## src/rtl/imm_gen_pipe.sv

```systemverilog
// Decode-stage immediate generator: one instruction per cycle in, decoded immediate/format/illegal out.
// Latency 1 cycle through a 2-entry skid buffer; in_ready is registered and only drops when the skid slot is occupied.
module imm_gen_pipe #(
    parameter int XLEN  = 32,
    parameter int TAG_W = 8
) (
    input  logic             clk,
    input  logic             rst,
    input  logic             in_valid,
    output logic             in_ready,
    input  logic [31:0]      in_instr,
    input  logic [TAG_W-1:0] in_tag,
    output logic             out_valid,
    input  logic             out_ready,
    output logic [XLEN-1:0]  out_imm,
    output logic [2:0]       out_type,
    output logic             out_illegal,
    output logic [TAG_W-1:0] out_tag
);

    localparam bit IS64 = (XLEN == 64);

    localparam logic [2:0] T_NONE = 3'd0;
    localparam logic [2:0] T_I    = 3'd1;
    localparam logic [2:0] T_S    = 3'd2;
    localparam logic [2:0] T_B    = 3'd3;
    localparam logic [2:0] T_U    = 3'd4;
    localparam logic [2:0] T_J    = 3'd5;
    localparam logic [2:0] T_Z    = 3'd6;
    localparam logic [2:0] T_SH   = 3'd7;

    localparam logic [6:0] OPC_LUI       = 7'b0110111;
    localparam logic [6:0] OPC_AUIPC     = 7'b0010111;
    localparam logic [6:0] OPC_JAL       = 7'b1101111;
    localparam logic [6:0] OPC_JALR      = 7'b1100111;
    localparam logic [6:0] OPC_BRANCH    = 7'b1100011;
    localparam logic [6:0] OPC_LOAD      = 7'b0000011;
    localparam logic [6:0] OPC_STORE     = 7'b0100011;
    localparam logic [6:0] OPC_OP_IMM    = 7'b0010011;
    localparam logic [6:0] OPC_OP        = 7'b0110011;
    localparam logic [6:0] OPC_FENCE     = 7'b0001111;
    localparam logic [6:0] OPC_SYSTEM    = 7'b1110011;
    localparam logic [6:0] OPC_OP_IMM_32 = 7'b0011011;
    localparam logic [6:0] OPC_OP_32     = 7'b0111011;

    typedef struct packed {
        logic [XLEN-1:0]  imm;
        logic [2:0]       typ;
        logic             ill;
        logic [TAG_W-1:0] tag;
    } ent_t;

    // ---------------- decode ----------------
    logic [6:0]  w_opcode;
    logic [2:0]  w_funct3;
    logic        w_is_shift;
    logic [31:0] w_imm_i;
    logic [31:0] w_imm_s;
    logic [31:0] w_imm_b;
    logic [31:0] w_imm_u;
    logic [31:0] w_imm_j;
    logic [31:0] w_imm_z;
    logic [31:0] w_shamt;
    logic [31:0] w_shamt_w;
    logic [31:0] w_imm32;
    logic [2:0]  w_type;
    logic        w_illegal;
    logic [XLEN-1:0] w_imm;
    ent_t        w_dec;

    assign w_opcode   = in_instr[6:0];
    assign w_funct3   = in_instr[14:12];
    assign w_is_shift = (w_funct3 == 3'b001) || (w_funct3 == 3'b101);

    assign w_imm_i = {{20{in_instr[31]}}, in_instr[31:20]};
    assign w_imm_s = {{20{in_instr[31]}}, in_instr[31:25], in_instr[11:7]};
    assign w_imm_b = {{20{in_instr[31]}}, in_instr[7], in_instr[30:25], in_instr[11:8], 1'b0};
    assign w_imm_u = {in_instr[31:12], 12'b0};
    assign w_imm_j = {{12{in_instr[31]}}, in_instr[19:12], in_instr[20], in_instr[30:21], 1'b0};
    assign w_imm_z = {27'b0, in_instr[19:15]};
    // RV64 shifts carry a 6-bit shamt; the W-form shifts are always 5 bits.
    assign w_shamt   = IS64 ? {26'b0, in_instr[25:20]} : {27'b0, in_instr[24:20]};
    assign w_shamt_w = {27'b0, in_instr[24:20]};

    // All valid opcodes end in 2'b11, so compressed/garbage encodings fall into default.
    always_comb begin
        w_imm32   = '0;
        w_type    = T_NONE;
        w_illegal = 1'b0;
        case (w_opcode)
            OPC_LUI, OPC_AUIPC: begin
                w_type  = T_U;
                w_imm32 = w_imm_u;
            end
            OPC_JAL: begin
                w_type  = T_J;
                w_imm32 = w_imm_j;
            end
            OPC_JALR, OPC_LOAD, OPC_FENCE: begin
                w_type  = T_I;
                w_imm32 = w_imm_i;
            end
            OPC_STORE: begin
                w_type  = T_S;
                w_imm32 = w_imm_s;
            end
            OPC_BRANCH: begin
                w_type  = T_B;
                w_imm32 = w_imm_b;
            end
            OPC_OP_IMM: begin
                if (w_is_shift) begin
                    w_type  = T_SH;
                    w_imm32 = w_shamt;
                end else begin
                    w_type  = T_I;
                    w_imm32 = w_imm_i;
                end
            end
            OPC_SYSTEM: begin
                if (w_funct3[2]) begin
                    w_type  = T_Z;
                    w_imm32 = w_imm_z;
                end else begin
                    w_type  = T_I;
                    w_imm32 = w_imm_i;
                end
            end
            OPC_OP: begin
                w_type = T_NONE;
            end
            OPC_OP_IMM_32: begin
                if (!IS64) begin
                    w_illegal = 1'b1;
                end else if (w_is_shift) begin
                    w_type  = T_SH;
                    w_imm32 = w_shamt_w;
                end else begin
                    w_type  = T_I;
                    w_imm32 = w_imm_i;
                end
            end
            OPC_OP_32: begin
                w_illegal = !IS64;
            end
            default: begin
                w_illegal = 1'b1;
            end
        endcase
    end

    // Zero-extended forms have bit 31 clear, so one sign extension serves every format.
    generate
        if (IS64) begin : g_x64
            assign w_imm = {{32{w_imm32[31]}}, w_imm32};
        end else begin : g_x32
            assign w_imm = w_imm32;
        end
    endgenerate

    assign w_dec = '{imm: w_imm, typ: w_type, ill: w_illegal, tag: in_tag};

    // ---------------- skid buffer ----------------
    ent_t r_m;
    ent_t r_k;
    logic r_m_vld;
    logic r_k_vld;
    logic r_in_rdy;

    logic w_accept;
    logic w_drain;
    logic w_m_free;
    logic w_k_vld_nxt;

    assign w_accept    = in_valid & r_in_rdy;
    assign w_drain     = r_m_vld & out_ready;
    assign w_m_free    = ~r_m_vld | w_drain;
    assign w_k_vld_nxt = w_m_free ? 1'b0 : (r_k_vld | w_accept);

    always_ff @(posedge clk) begin
        if (rst) begin
            r_m      <= '0;
            r_k      <= '0;
            r_m_vld  <= 1'b0;
            r_k_vld  <= 1'b0;
            r_in_rdy <= 1'b1;
        end else begin
            if (w_m_free) begin
                // The skid entry is older than anything arriving now, so it goes first.
                if (r_k_vld) begin
                    r_m     <= r_k;
                    r_m_vld <= 1'b1;
                end else if (w_accept) begin
                    r_m     <= w_dec;
                    r_m_vld <= 1'b1;
                end else begin
                    r_m_vld <= 1'b0;
                end
            end else if (w_accept) begin
                r_k <= w_dec;
            end
            r_k_vld  <= w_k_vld_nxt;
            r_in_rdy <= ~w_k_vld_nxt;
        end
    end

    assign in_ready    = r_in_rdy;
    assign out_valid   = r_m_vld;
    assign out_imm     = r_m.imm;
    assign out_type    = r_m.typ;
    assign out_illegal = r_m.ill;
    assign out_tag     = r_m.tag;

endmodule
```

## config.mk

```make
export PLATFORM = sky130hd
export DESIGN_NAME = imm_gen_pipe
export DESIGN_NICKNAME = d
export VERILOG_FILES = /design/src/rtl/imm_gen_pipe.sv
export SDC_FILE = /design/constraint.sdc
export NUM_CORES = 1
export LEC_CHECK = 0
export ABC_AREA = 0
export BUFFER_PORTS_ARGS = -buffer_cell sky130_fd_sc_hd__buf_4
export CAP_MARGIN = 20
export CORE_MARGIN = 10
export CORE_UTILIZATION = 43
export DETAILED_ROUTE_END_ITERATION = 12
export PLACE_DENSITY_LB_ADDON = 0.15
export REMOVE_ABC_BUFFERS = 1
export SYNTH_ARGS = -nofsm -noshare
export SYNTH_HDL_FRONTEND = slang
export SYNTH_SLANG_ARGS = --single-unit
```

## constraint.sdc

```tcl
create_clock -name clk -period 2.9 [get_ports clk]
set_clock_uncertainty 0.15 [all_clocks]
set_input_delay 0.29 -clock clk [delete_from_list [all_inputs] [get_ports clk]]
set_output_delay 0.29 -clock clk [all_outputs]
set_load 0.03 [all_outputs]
```

; Word level (Yosys, flattened, before mapping)
; Index checks and enable logic that the tools add are counted.
[op_classes]
n_mux = 12
n_eq_ne = 13
n_bitwise = 7
reduce_logical = 7
[ops]
columns = operator, n
row1 = $pmux W32 S7, 1
row2 = $mux W44, 2
row3 = $mux W32, 2
row4 = $eq A7 B7 Y1 const B, 4
row5 = $eq A7 B6 Y1 const B, 3
row6 = $pmux W3 S7, 1
row7 = $eq A7 B5 Y1 const B, 2
row8 = $reduce_or A11 Y1, 1
row9 = $eq A7 B2 Y1 const B, 1
row10 = $eq A7 B4 Y1 const B, 1
row11 = $mux W3, 2
row12 = $mux W1, 4
row13 = $reduce_and A2 Y1, 2
row14 = $eq A3 B1 Y1 const B, 1
row15 = $eq A3 B3 Y1 const B, 1
row16 = $not A1 Y1, 3
row17 = $reduce_or A3 Y1, 1
row18 = $and A1 B1 Y1, 2
row19 = $or A1 B1 Y1, 2
row20 = $reduce_bool A2 Y1, 1
row21 = $reduce_or A2 Y1, 1
row22 = $logic_or A1 B1 Y1, 1
[totals]
ff_bits = 91
input_bits = 44
elab_cells = 50
out_inout_bits = 46

; Longest topological paths before layout
[logic_depth]
ltp_word = 6
ltp_mapped = 7
depth_no_buf = 5

; Worst setup path before layout
; OpenSTA, ideal clock, no wires.
[synth_path]
path_kind = flip-flop to flip-flop
start = register r_m_vld, in the netlist out_valid
end = register r_m (netlist bit out_imm[15])
setup_ps = 91
t_required_ps = 2659
n_path_buf = 2
synth_period_minus_slack_ps = 1999
setup_slack_ps = 901
stages_incl_launch_ff = 8
arrival_ps = 1758
cell_sequence = dfxtp_1 nor2b_1 or2_2 buf_2 clkbuf_1 nand2_1 and2_0 a311oi_1
[synth_via]
elab_chain_len = 3
word_cells_on_any_way = 4
classes_between = bitwise (3) / reduce/logical (1)
[synth_lines]
columns = item, line
row1 = "start, declared", 166  ; logic r_m_vld;
row2 = "start signal, assigned", 184  ; r_m_vld <= 1'b0;
row3 = "start signal, assigned", 192  ; r_m_vld <= 1'b1;
row4 = "start signal, assigned", 195  ; r_m_vld <= 1'b1;
row5 = $and A1 B1 Y1 / $not A1 Y1 (equally long branches), "176, 177"
row6 = $or A1 B1 Y1 (*), 177  ; assign w_m_free = ~r_m_vld | w_drain;
row7 = $reduce_and A2 Y1 (no source line) (*), n/a
row8 = "end signal, assigned", 191  ; r_m <= r_k;
row9 = "end signal, assigned", 194  ; r_m <= w_dec;
row10 = "end, declared", 164  ; ent_t r_m;
; Every way passes the cells marked *; elsewhere a longest branch is shown, timed or not.
; A chain may end at the register's enable or synchronous reset.

; Worst setup path in the final report
[layout_path]
start = register r_m_vld, in the netlist out_valid
end = register r_m (netlist bit out_illegal)
; The elaborated chain is that of the path after synthesis.

==> Implementation_results.wiki <==
{| class="wikitable"
! Metric !! Value
|-
| Critical R2R Capture || out_illegal$_SDFFE_PP0P_
|-
| Final max-slew violation count || 0
|-
| Post-CTS setup buffer count || 0
|-
| Part of the power in the clock network || between 30% and 40%
|-
| Placement Rows || 36
|-
| Crit. End Element || flip-flop
|-
| Leftover overflow at the end of global routing || 0
|-
| Startpoint of the worst setup timing path || out_valid$_SDFFE_PP0N_
|-
| Initial antenna violation count || 0
|-
| Number of DRC markers after the initial detailed-route iteration || 292
|-
| Minimum clock period after layout || 2080 ps
|-
| Sequential cell fraction of total power || 50.8%
|-
| Number of enable-type register cells in the synthesized netlist || 0
|-
| Setup CP Type || reg -> reg
|-
| Number of global-route vias before repair || 4042
|-
| DRC violation count after routing || 0
|-
| Mapped cell area || 4290 um2
|-
| Unrepaired setup endpoints after global routing || no
|-
| Drt first pass iters || 5
|-
| CP max stage cell || or2_2
|-
| Io pins || 90
|-
| Ratio of final minimum period to clock period || 71.6%
|-
| Clock tree buffer depth || 2
|-
| Count of input and output buffers || 89
|-
| Post-cts sizing count || 0
|-
| H-tree depth || 3
|-
| Inserted Clock Buffers || 9
|-
| Hold buffer count at CTS || 0
|-
| Synth cell types || 54
|-
| Worst Tran Pin Value || 590 ps
|-
| Synth Instances || 517
|-
| Count of buffer and inverter cells on the critical path || 1
|-
| Sequential cell area fraction in the yosys report || a little over two fifths
|-
| Crit-path cells || nor2b_1 > or2_2 > buf_4 > nor3_1 > a31oi_1 > o21ai_0
|-
| Share of the synthesized area in the top cell type || between 40% and 50%
|-
| Power density of the placed cells || 501 nW/um2
|-
| Maximum resistive drop on vdd || between 200 and 300 uV
|-
| Cell taking the most area after synthesis || dfxtp_1
|-
| Combinational share of power || between 10% and 20%
|-
| Antenna diodes || 0
|-
| Type of origin of the critical path || flip-flop
|-
| Switching power summed over all nets || 0.773 mW
|-
| Total Nets Final || 631
|-
| Yosys warns || 0
|-
| Leak || 1.86 nW
|-
| Worst-case hold slack || 34.7 ps
|-
| Pin count of the biggest net entering global routing || 58
|-
| Timing endpoint of the critical path || out_illegal$_SDFFE_PP0P_
|-
| DIE WIDTH || around 120 um
|-
| Clock Latency Late Sink || 350 ps
|-
| Leading cell types by total area after synthesis || dfxtp_1 42%, nand2_1 7.1%, a211oi_1 6.0%
|-
| Highest Clock Rate || between 400 and 500 MHz
|-
| Area of the core || 9730 um2
|-
| Overall via count from detail_route || a little over 4000
|-
| Y dimension of the die || around 120 um
|-
| Register-to-Register Setup Slack || about 820 ps
|-
| Clk Tree Root Cell || clkbuf_8
|-
| Die footprint || 14400 um2
|-
| Starting density of the core || 44.1%
|-
| Final routed wire length divided by cell count || 17.3 um
|-
| Worst endpoint data arrival time || 2160 ps
|-
| Placer Congestion || 0.914
|-
| Crit path required time || 2980 ps
|-
| Most common flop cell mapped by yosys || dfxtp_1
|-
| Worst-case reg-to-reg path depth || 6
|-
| Biggest cell delay along the critical path || 590 ps
|-
| Worst max-slew margin expressed relative to the limit || 59.7%
|-
| Crit-path max FO || 27
|-
| First-pass GRT wire length || 20600 um
|-
| Reg clk slew, reported paths || 90 ps
|-
| Worst flop-to-flop path startpoint || out_valid$_SDFFE_PP0N_
|-
| TritonCTS sink count || 91
|-
| Internal power || 1.84 mW
|-
| Placed wire-length estimate after detailed placement || 8880 um
|-
| Mean number of vias per cell || 5.60
|-
| Share of synthesized flip-flops with an asynchronous set or reset || 0%
|-
| Stages on worst setup path || 6
|-
| Remaining antenna violation count after routing || 0
|-
| Routed WL || ~13000 um
|-
| Inst Count DP || just over 700
|-
| Total Routing Usage GR || 17.3%
|-
| Hold Path Class || in -> reg
|-
| Area Growth Syn to Fin || 21.9%
|-
| Largest delay contributor family on the critical path || simple AND/OR/NAND/NOR gates
|-
| Hold violation total from the final report || 0
|-
| CTS tree || built
|-
| Count of state elements after synthesis || 91
|-
| Max-cap violations || 0
|-
| Number of standard cells in the layout, taps in and fillers out || 725
|-
| Number of failing setup endpoints in the final timing report || 0
|-
| Status || finished, final reports clean
|-
| Share of total power consumed by net switching || 29.5%
|-
| Share of layout cells above drive strength 1 || 24.0%
|-
| Post-Synthesis Mean Instance Area || 8.29 um2
|}
worst min-delay path, stage by stage:
cell	delay [ps]
buf_4	110
nand2_1	40
a21oi_1	50
cells in the mapped netlist (2+ instances only):
library cell	instances
a211oi_1	34
a21oi_1	45
a21oi_2	2
a221oi_2	10
a22oi_1	2
a311oi_1	16
a31oi_1	4
a32oi_1	2
and2_0	8
and2_1	4
and3_1	6
buf_2	8
buf_4	3
buf_6	3
clkbuf_1	29
dfxtp_1	91
inv_1	3
inv_2	2
mux2i_1	9
nand2_1	81
nand2b_1	3
nand3_1	22
nor2_1	55
nor2b_1	6
nor3_1	6
nor4_1	2
o211ai_1	3
o21ai_0	23
o22ai_1	8
or3_1	3
final cells by class:
class	count	area [um2]
Tap cell	133	166
Clock inverter	4	32.5
Timing Repair Buffer	102	778
Fill cell	972	4510
Sequential cell	91	1820
Clock buffer	12	155
Multi-Input combinational cell	377	2250
Inverter	6	22.5
flip-flops by register name (all words and copies together) (netlist names):
signal / cells
out_type: 3
r_k_vld: 1
in_ready: 1
out_tag: 8
out_valid: 1
out_imm: 32
r_k: 44
out_illegal: 1
cell usage in the layout, fill, tap and decap left out, types with 2 or more instances in the layout:
master | Yosys | layout
and3_1 | 6 | 6
nor3_1 | 6 | 6
a32oi_1 | 2 | 2
mux2i_1 | 9 | 9
dfxtp_1 | 91 | 91
a21oi_1 | 45 | 45
buf_4 | 3 | 101
a22oi_1 | 2 | 2
o22ai_1 | 8 | 8
clkbuf_8 | 0 | 11
nor4_1 | 2 | 2
and2_1 | 4 | 4
inv_1 | 3 | 3
a31oi_1 | 4 | 4
and2_0 | 8 | 8
o21ai_0 | 23 | 23
nor2_1 | 55 | 53
nand2_1 | 81 | 81
nor2b_1 | 6 | 6
a211oi_1 | 34 | 34
inv_2 | 2 | 2
o211ai_1 | 3 | 3
a221oi_2 | 10 | 10
nand2b_1 | 3 | 3
clkinvlp_4 | 0 | 2
or3_1 | 3 | 3
nand3_1 | 22 | 22
a311oi_1 | 16 | 16
a21oi_2 | 2 | 2
logic make-up after synthesis:
| kind of cell | count (synthesis) | synth area share, % |
|---|---|---|
| xor gates and xnor gates | 1 | 0.204 |
| and+or+nand+nor | 206 | 22.2 |
| DFF | 91 | 42.5 |
| muxes | 9 | 2.10 |
| buffers and inverters | 49 | 5.31 |
| AOI/OAI and AO/OA | 161 | 27.7 |
metal layers:
| layer | GRT usage (%) | vias to the layer above | routed length, um |
|---|---|---|---|
| met1 | 22.1 | 1911 | 5690 |
| met4 | 4.75 | 0 | 184 |
| met2 | 28.7 | 124 | 6040 |
| met3 | 3.84 | 16 | 625 |
| met5 | 0 | - | 0 |
| li1 | - | 2009 | - |
power by group through the flow:
stage                     logic [mW]  clock network [mW]  registers [mW]
after detailed placement       0.470                   0            1.36
after global routing           0.514               0.892            1.34
after floorplan                0.186                   0            1.43
after global placement         0.467                   0            1.36
after CTS                      0.471               0.839            1.33
final                          0.469               0.818            1.33
how the worst min path moves through the flow:
stage                                     from                        to  cells past startpoint
after floorplan                            rst  out_imm[21]$_SDFFE_PP0P_                      1
after global placement     r_k[2]$_SDFFE_PP0P_       r_k[2]$_SDFFE_PP0P_                      2
after detailed placement  r_k[17]$_SDFFE_PP0P_      r_k[17]$_SDFFE_PP0P_                      2
after CTS                            in_tag[6]       r_k[6]$_SDFFE_PP0P_                      3
after global routing                 in_tag[0]       r_k[0]$_SDFFE_PP0P_                      3
final                                in_tag[2]       r_k[2]$_SDFFE_PP0P_                      3
metrics by stage:
step	instance area, um2	TNS, ps	total power, mW	utilization [%]	setup WS [ps]
2_1_floorplan	4080	-17360	1.61	-	-325
3_3_place_gp	5040	0	1.82	51.8	772
3_5_place_dp	5040	0	1.83	51.8	702
4_1_cts	5220	0	2.64	53.7	798
5_1_grt	5220	0	2.74	53.7	574
6_report	5220	0	2.62	53.7	823
No activity file was read; power rests on OpenSTA's default activity.
